==> src/rtl/enc_pkg.sv <==
// Shared constants and elaboration-time helpers for the encoder bank.
package enc_pkg;

    localparam logic DIR_UP = 1'b1;
    localparam logic DIR_DN = 1'b0;

    function automatic int clog2(input int value);
        int w;
        w = 0;
        while ((1 << w) < value) w++;
        return (w < 1) ? 1 : w;
    endfunction

    // Extracts channel idx's w-bit maximum from the packed per-channel vector.
    function automatic int max_slice(input logic [127:0] vals, input int idx, input int w);
        return int'((vals >> (idx * w)) & ((128'd1 << w) - 128'd1));
    endfunction

endpackage

==> src/rtl/enc_channel.sv <==
// One encoder channel: 2-flop sync and debounce on A/B/SW, detent decode, bounded position.
// Latency pin->pos is 2 + FILT_CYC + 1 cycles; no backpressure, pins are sampled every cycle.
module enc_channel
    import enc_pkg::*;
#(
    parameter int POS_W    = 8,
    parameter int MAX      = 255,
    parameter bit WRAP     = 1'b0,
    parameter int FILT_CYC = 5000
) (
    input  logic             clk,
    input  logic             rst_n,
    input  logic             i_a,
    input  logic             i_b,
    input  logic             i_sw,
    input  logic             i_clr,
    output logic [POS_W-1:0] o_pos,
    output logic             o_changed,
    output logic             o_dir,
    output logic             o_sw_level
);

    localparam int               CNT_W    = clog2(FILT_CYC + 1);
    localparam logic [CNT_W-1:0] CNT_LAST = CNT_W'(FILT_CYC - 1);
    localparam logic [POS_W-1:0] MAX_P    = POS_W'(MAX);

    logic [2:0]       w_pin;
    logic [2:0]       r_sync1;
    logic [2:0]       r_sync2;
    logic [2:0]       w_filt;
    logic             r_a_dly;
    logic             r_sw_dly;
    logic             w_step;
    logic             w_sw_evt;
    logic             w_dir_step;
    logic [POS_W-1:0] r_pos;
    logic [POS_W-1:0] w_pos_nxt;
    logic             r_dir;
    logic             w_dir_nxt;
    logic             r_changed;

    assign w_pin = {i_sw, i_b, i_a};

    always_ff @(posedge clk or negedge rst_n) begin
        if (!rst_n) begin
            r_sync1 <= '0;
            r_sync2 <= '0;
        end else begin
            r_sync1 <= w_pin;
            r_sync2 <= r_sync1;
        end
    end

    // Index 0 = A, 1 = B, 2 = SW; each level only moves after FILT_CYC steady mismatch cycles.
    for (genvar g = 0; g < 3; g++) begin : g_filt
        logic [CNT_W-1:0] r_cnt;
        logic             r_lvl;

        always_ff @(posedge clk or negedge rst_n) begin
            if (!rst_n) begin
                r_cnt <= '0;
                r_lvl <= 1'b0;
            end else if (r_sync2[g] == r_lvl) begin
                r_cnt <= '0;
            end else if (r_cnt == CNT_LAST) begin
                r_lvl <= r_sync2[g];
                r_cnt <= '0;
            end else begin
                r_cnt <= r_cnt + 1'b1;
            end
        end

        assign w_filt[g] = r_lvl;
    end

    always_ff @(posedge clk or negedge rst_n) begin
        if (!rst_n) begin
            r_a_dly  <= 1'b0;
            r_sw_dly <= 1'b0;
        end else begin
            r_a_dly  <= w_filt[0];
            r_sw_dly <= w_filt[2];
        end
    end

    assign w_step     = w_filt[0] & ~r_a_dly;
    assign w_sw_evt   = w_filt[2] & ~r_sw_dly;
    assign w_dir_step = w_filt[1] ? DIR_DN : DIR_UP;

    // Increment only happens below MAX, so POS_W-bit arithmetic cannot carry out.
    always_comb begin
        w_pos_nxt = r_pos;
        w_dir_nxt = r_dir;
        if (i_clr || w_sw_evt) begin
            w_pos_nxt = '0;
        end else if (w_step) begin
            w_dir_nxt = w_dir_step;
            if (r_pos > MAX_P) begin
                w_pos_nxt = MAX_P;
            end else if (w_dir_step == DIR_UP) begin
                if (r_pos == MAX_P) w_pos_nxt = WRAP ? '0 : MAX_P;
                else                w_pos_nxt = r_pos + 1'b1;
            end else begin
                if (r_pos == '0) w_pos_nxt = WRAP ? MAX_P : '0;
                else             w_pos_nxt = r_pos - 1'b1;
            end
        end
    end

    always_ff @(posedge clk or negedge rst_n) begin
        if (!rst_n) begin
            r_pos     <= '0;
            r_dir     <= 1'b0;
            r_changed <= 1'b0;
        end else begin
            r_pos     <= w_pos_nxt;
            r_dir     <= w_dir_nxt;
            r_changed <= (w_pos_nxt != r_pos);
        end
    end

    assign o_pos      = r_pos;
    assign o_dir      = r_dir;
    assign o_changed  = r_changed;
    assign o_sw_level = w_filt[2];

endmodule

==> src/rtl/enc_bank.sv <==
// Bank of NUM_CH independent quadrature encoder channels with per-channel max and wrap mode.
// Latency pin->pos is 2 + FILT_CYC + 1 cycles; no backpressure, outputs are free-running.
module enc_bank
    import enc_pkg::*;
#(
    parameter int                       NUM_CH    = 3,
    parameter int                       POS_W     = 8,
    parameter logic [NUM_CH*POS_W-1:0]  MAX_VALS  = {8'd255, 8'd119, 8'd159},
    parameter logic [NUM_CH-1:0]        WRAP_MASK = 3'b000,
    parameter int                       FILT_CYC  = 5000
) (
    input  logic                      clk,
    input  logic                      rst_n,
    input  logic [NUM_CH-1:0]         enc_a,
    input  logic [NUM_CH-1:0]         enc_b,
    input  logic [NUM_CH-1:0]         enc_sw,
    input  logic [NUM_CH-1:0]         clr,
    output logic [NUM_CH*POS_W-1:0]   pos,
    output logic [NUM_CH-1:0]         changed,
    output logic [NUM_CH-1:0]         dir,
    output logic [NUM_CH-1:0]         sw_level
);

    for (genvar g = 0; g < NUM_CH; g++) begin : g_ch
        enc_channel #(
            .POS_W    (POS_W),
            .MAX      (max_slice(128'(MAX_VALS), g, POS_W)),
            .WRAP     (WRAP_MASK[g]),
            .FILT_CYC (FILT_CYC)
        ) u_ch (
            .clk        (clk),
            .rst_n      (rst_n),
            .i_a        (enc_a[g]),
            .i_b        (enc_b[g]),
            .i_sw       (enc_sw[g]),
            .i_clr      (clr[g]),
            .o_pos      (pos[g*POS_W +: POS_W]),
            .o_changed  (changed[g]),
            .o_dir      (dir[g]),
            .o_sw_level (sw_level[g])
        );
    end

endmodule

==> config.mk <==
export PLATFORM = sky130hd
export DESIGN_NAME = enc_bank
export DESIGN_NICKNAME = d
export VERILOG_FILES = /design/src/rtl/enc_pkg.sv /design/src/rtl/enc_channel.sv /design/src/rtl/enc_bank.sv
export SDC_FILE = /design/constraint.sdc
export NUM_CORES = 1
export LEC_CHECK = 0
export CAP_MARGIN = 0
export CELL_PAD_IN_SITES_DETAIL_PLACEMENT = 1
export CELL_PAD_IN_SITES_GLOBAL_PLACEMENT = 2
export CORE_MARGIN = 5
export CORE_UTILIZATION = 42
export CTS_CLUSTER_SIZE = 24
export DETAILED_ROUTE_END_ITERATION = 8
export HOLD_SLACK_MARGIN = 0.03
export PLACE_DENSITY = 0.82
export SETUP_SLACK_MARGIN = 0.2
export SYNTH_ARGS = -nofsm -noshare
export SYNTH_HDL_FRONTEND = slang
export SYNTH_SLANG_ARGS = --single-unit
==> constraint.sdc <==
create_clock -name clk -period 5.1 [get_ports clk]
set_input_delay 1.53 -clock clk [delete_from_list [all_inputs] [get_ports clk]]
set_output_delay 1.53 -clock clk [all_outputs]
set_load 0.02 [all_outputs]
==> results of run 1 <==
[final cells by class]
cell class,instances,share of cell area [%]
Inverter,23,0.817
Timing Repair Buffer,49,4.72
Sequential cell,180,42.6
Clock inverter,12,1.57
Multi-Input combinational cell,734,42.7
Tap cell,280,3.31
Clock buffer,20,4.32
[worst paths after layout]
check / start / end / cells after the start
setup / recovery: g_ch[0].u_ch.o_pos[3] / pos[3] / 1
hold / removal: g_ch[1].u_ch.r_sync1[2] / g_ch[1].u_ch.r_sync2[2] / 0
setup reg to reg: g_ch[0].u_ch.g_filt[0].r_lvl / g_ch[0].u_ch.o_changed / 6
hold reg to reg: g_ch[1].u_ch.r_sync1[2] / g_ch[1].u_ch.r_sync2[2] / 0
max in group asynchronous: rst_n / g_ch[2].u_ch.o_pos[5] / 2
min in group asynchronous: rst_n / g_ch[0].u_ch.g_filt[0].r_cnt[5] / 1
[registers in the layout, summed over array words and instances (netlist names)]
| register | flops |
|---|---|
| g_ch.u_ch.g_filt.r_cnt | 117 |
| g_ch.u_ch.r_sync1 | 9 |
| g_ch.u_ch.o_changed | 3 |
| g_ch.u_ch.o_pos | 24 |
| g_ch.u_ch.r_a_dly | 3 |
| g_ch.u_ch.r_sync2 | 9 |
| g_ch.u_ch.r_sw_dly | 3 |
| g_ch.u_ch.o_dir | 3 |
| g_ch.u_ch.o_sw_level | 3 |
| g_ch.u_ch.g_filt.r_lvl | 6 |
[synth_stat cells (all sizes together), types with 10 or more instances]
cell type and instances:
xor2 67, nor2 172, o21ai 33, nand2b 11, ha 18, mux2 10, dfrtp 180, nor3 36
inv 23, a21oi 24, xnor2 50, clkbuf 25, nand2 79, nand4 26, nand3 62, buf 21
and3 29
[metrics by stage]
| step | util (%) | setup slack, ns |
|---|---|---|
| 2_1_floorplan | - | 2.37 |
| 3_3_place_gp | 45.6 | 1.89 |
| 3_5_place_dp | 45.6 | 1.86 |
| 4_1_cts | 48.4 | 1.72 |
| 5_1_grt | 48.4 | 1.65 |
| 6_report | 48.4 | 1.71 |
[layer usage]
metal,vias up,part of all wire (%)
li1,3448,-
met5,-,0
met1,3567,49
met4,0,0.94
met2,98,48
met3,14,2.7
[report_power, final]
part / leakage, nW / switching, mW / internal [mW]
combinational: 1.81 / 0.0645 / 0.0324
clock: 0.304 / 0.583 / 0.809
sequential: 2.45 / 0.0191 / 1.45
[cell families (layout without fill, tap and decap cells)]
family          Yosys count  in the layout  share of synthesized area, %
xor+xnor                117            117                          11.0
simple gates            457            457                          23.7
buf+inv                  69            104                          3.37
mux                      12             12                          1.42
compound gates          130            130                          9.86
fa+ha+maj                18             18                          2.41
flops                   180            180                          48.3
==> qor.yml, run 1 <==
cts_hold_buf: 0
final_nets: 1037
areaGrowthSynthToFinish_pct: 13.3
numCtsBuffers: 17
period_share_pct: 66.6
drt_iter0_drc: 399
crit_type: "register to output port"
viasPerCell: 5.49
avgSynthCellArea_um2: 9.49
critPathTopFamily: "flip-flops"
status: "complete, no violations"
final_cell_mix: "180 x dfrtp_1, 172 x nor2_1, 79 x nand2_1"
netlist_area_mm2: 0.00933
core_mm2: 0.0218
synth_top_area_cell: "dfrtp_1"
drtAntennaViolNets: 0
finalSetupTns_ns: 0
clkSlewWorstSetupHoldPaths_ns: 0.07
yosysWarningCount: 0
hold_violations: 0
cts_tree: "yes"
die-area_mm2: 0.0253
grt_pass1_wl_mm: 37.6
cp-start-kind: "register"
r2r_slack_ns: 2.28
ir_drop_mv: 0.162
p_per_area_mw_per_mm2: 280
slew_violations: 0
layoutNonFillerInstCount: 1298
final_common_cell: "dfrtp_1"
fin_area_mm2: 0.0106
synth_edf_count: 0
cp_data_required_time_ns: 3.57
antennaDiodeCount: 0
postCtsSetupBuffers: 0
worst_pin_slew_ns: 0.796
place.port_buffers: 46
ys_ff_latch: 180
ys_async_sr_fraction_pct: 100
postSynthCellCount: 983
drtPass1Iterations: 4
grt.overflow.total: 0
vias: 7127
fmax_mhz: 295
slowest_delay_ns: 0.72
rsz0062_at_grt: "no"
htree_levels: 4
dp_hpwl_mm: 14.8
min_path_type: "register to register"
critPathMaxFanout: 16
grt_pass1_vias: 7502
chipWidth_um: 159
initial_core_util_pct: 42.7
fin_hold_ws_ns: 0.352
min_period_ns: 3.39
path_buf_inv: 1
grt_max_degree: 99
rows: 54
seqCellArea_mm2: 0.00450
drive_above_1_share_pct: 6.09
grt_util_met1_pct: 24.4
cts.sinks: 180
synthTopCellsByArea: "dfrtp_1 48%, nor2_1 6.9%, xor2_1 6.3%"
clk_latency_ns: 0.42
cts_root_buf: "clkbuf_16"
critical_path.cell_chain: "clkdlybuf4s50_1"
use_met2_pct: 28.0
clk_path_buf_depth: 2
cap_violations: 0
gp_congestion: 0.831
post-synth-top-area-fraction_pct: 48.3
skew_ns: 0.0114
num_io_pins: 47
leakage_nw: 4.57
wl_per_cell_um: 16.7
crit_arrival_ns: 1.86
synth_nets: 1015
post-route-drc-count: 0
cts_resized: 0
relSlewSlack_pct: 47.0
fillers: 2481
antenna_found_initial: 0
use_met3_pct: 3.18
grt_usage_pct: 17.4
setup_viol: 0
dp_cells: 1266
power_mw: 2.96
wirelength_mm: 21.7
placed_cell_area_mm2: 0.00995
multiInputGateArea_mm2: 0.00451
ys.flop_type: "dfrtp_1"
endpoint_kind: "output port"
critPathSlowestCell: "dfrtp_1"
top_usage_layer: "met2"
ys_seq_area_share_pct: 48.3
die_h_um: 159
synth_cell_types: 71
Note: power is estimated with default switching activity, not from simulation.
==> run 2, diff against run 1 <==
- CORE_UTILIZATION: 42 -> 39
- PLACE_DENSITY: 0.82 -> 0.77
- clock period: 5.1 -> 3.5 ns (I/O delays scaled with it)
==> run 2 against run 1 <==
Register-to-register slack got worse by 1.4 ns. Final cell count rose by 3.3%. Clock power rose by 36%. Utilization fell by 3.4 points. Combinational power rose by 47%. Routed wire length rose by 4.1%. Setup slack got worse by 1.1 ns. Hold slack got worse by 0.0065 ns. Clock skew rose by 0.0055 ns. Non-clock buffer count rose by 5. Clock-buffer cell count fell by 1. Flip-flop and latch count did not move. Largest power group unchanged. Highest routed layer unchanged.
==> qor.yml, run 2 (synthesis gave the netlist of run 1 again) <==
die-area_mm2: 0.0271  # was 0.0253 mm^2
grt_pass1_wl_mm: 38.1  # was 37.6 mm
crit_arrival_ns: 1.87  # was 1.86 ns
critical_path.cell_chain: "clkdlybuf4s50_1"  # unchanged
place.port_buffers: 46  # unchanged
wirelength_mm: 22.6  # was 21.7 mm
grt.overflow.total: 0  # unchanged
path_buf_inv: 1  # unchanged
setup_viol: 0  # unchanged
fillers: 2711  # was 2481
initial_core_util_pct: 39.6  # was 42.7%
final_common_cell: "dfrtp_1"  # unchanged
grt_max_degree: 90  # was 99
ir_drop_mv: 0.256  # was 0.162 mV
chipWidth_um: 165  # was 159 um
clkSlewWorstSetupHoldPaths_ns: 0.07  # about the same
viasPerCell: 5.34  # was 5.49
hold_violations: 0  # unchanged
areaGrowthSynthToFinish_pct: 13.8  # was 13.3%
htree_levels: 4  # unchanged
die_h_um: 165  # was 159 um
clk_path_buf_depth: 2  # unchanged
relSlewSlack_pct: 47.3  # was 47.0%
grt_usage_pct: 17.3  # was 17.4%
final_cell_mix: "180 x dfrtp_1, 172 x nor2_1, 79 x nand2_1"  # unchanged
period_share_pct: 83.4
p_per_area_mw_per_mm2: 393  # was 280 mW/mm^2
leakage_nw: 4.57  # about the same
core_mm2: 0.0235  # was 0.0218 mm^2
final_nets: 1042  # was 1037
clk_latency_ns: 0.44  # was 0.42 ns
cp-start-kind: "register"  # unchanged
numCtsBuffers: 17  # unchanged
cts_root_buf: "clkbuf_16"  # unchanged
antennaDiodeCount: 0  # unchanged
grt_pass1_vias: 7355  # was 7502
drt_iter0_drc: 342  # was 399
antenna_found_initial: 0  # unchanged
min_path_type: "register to register"  # unchanged
drtAntennaViolNets: 0  # unchanged
worst_pin_slew_ns: 0.790  # was 0.796 ns
cts_tree: "yes"  # unchanged
drive_above_1_share_pct: 6.56  # was 6.09%
fin_ws_ns: 0.583  # was 1.71 ns
cap_violations: 0  # unchanged
finalSetupTns_ns: 0  # unchanged
critPathTopFamily: "flip-flops"  # unchanged
min_period_ns: 2.92
postCtsSetupBuffers: 0  # unchanged
wl_per_cell_um: 16.9  # was 16.7 um
endpoint_kind: "output port"  # unchanged
rsz0062_at_grt: "no"  # unchanged
top_register: "g_ch.u_ch.g_filt.r_cnt"  # unchanged
multiInputGateArea_mm2: 0.00451  # unchanged
vias: 7160  # was 7127
post-route-drc-count: 0  # unchanged
seqCellArea_mm2: 0.00450  # unchanged
status: "complete, no violations"  # unchanged
cp_data_required_time_ns: 2.45  # was 3.57 ns
critPathMaxFanout: 16  # unchanged
slowest_delay_ns: 0.72  # about the same
rows: 56  # was 54
fmax_mhz: 343
largest_reg_flops: 117  # unchanged
cts_resized: 0  # unchanged
slew_violations: 0  # unchanged
drtPass1Iterations: 5  # was 4
crit_type: "register to output port"  # unchanged
gp_congestion: 0.845  # was 0.831
cts.sinks: 180  # unchanged
skew_ns: 0.0169  # was 0.0114 ns
dp_hpwl_mm: 15.4  # was 14.8 mm
cts_hold_buf: 0  # unchanged
critPathSlowestCell: "dfrtp_1"  # unchanged
place_ws_ns: 0.754  # was 1.86 ns
num_io_pins: 47  # unchanged
[run 2: cell type report]
cell class                      instances  share of cell area [%]
Sequential cell                       180                    42.4
Timing Repair Buffer                   54                    5.06
Multi-Input combinational cell        734                    42.5
Tap cell                              319                    3.76
Clock buffer                           19                    4.27
Inverter                               23                   0.814
Clock inverter                         12                    1.16
[run 2: power by group]
| group | total, mW | leakage, nW | switching (mW) | internal [mW] |
|---|---|---|---|---|
| Combinational | 0.142 | 1.84 | 0.0940 | 0.0481 |
| Sequential | 2.14 | 2.45 | 0.0269 | 2.12 |
| Clock | 1.89 | 0.278 | 0.859 | 1.03 |
| Total | 4.17 | 4.57 | 0.980 | 3.19 |
[run 2: worst register-to-register path, delay by kind of cell, from the launching register on]
kind	cells	cell delay (ns)
and+or+nand+nor	4	1.43
AOI/OAI and AO/OA	2	0.64
DFF	1	0.40
[run 2: final timing paths]
kind / to / depth (start not counted) / slack (ns) / start
worst max-delay path: pos[3] / 1 / 0.58 / g_ch[0].u_ch.o_pos[3]
worst min-delay path: g_ch[2].u_ch.r_sync2[1] / 0 / 0.35 / g_ch[2].u_ch.r_sync1[1]
worst max register to register: g_ch[0].u_ch.o_changed / 6 / 0.87 / g_ch[0].u_ch.g_filt[0].r_lvl
worst min register to register: g_ch[2].u_ch.r_sync2[1] / 0 / 0.35 / g_ch[2].u_ch.r_sync1[1]
max in group asynchronous: g_ch[0].u_ch.g_filt[1].r_cnt[6] / 2 / 2.14 / rst_n
min in group asynchronous: g_ch[0].u_ch.g_filt[0].r_cnt[5] / 1 / 0.54 / rst_n
[run 2: layer usage]
layer  track usage (%)  routed length (um)  vias to the layer above
met3              3.27                 645                       19
met2              28.2               10600                       87
met1              23.9               11100                     3592
li1                  -                   -                     3462
met5                 0                   0                        -
met4              4.50                 278                        0
[run 2: through the flow]
step	util [%]	cells	power, mW	area (um^2)	hold WS, ns
2_1_floorplan	-	983	2.24	9330	0.331
3_3_place_gp	42.6	1310	2.33	10000	0.333
3_5_place_dp	42.6	1310	2.33	10000	0.336
4_1_cts	45.1	1341	4.25	10600	0.344
5_1_grt	45.1	1341	4.35	10600	0.356
6_report	45.1	1341	4.17	10600	0.345
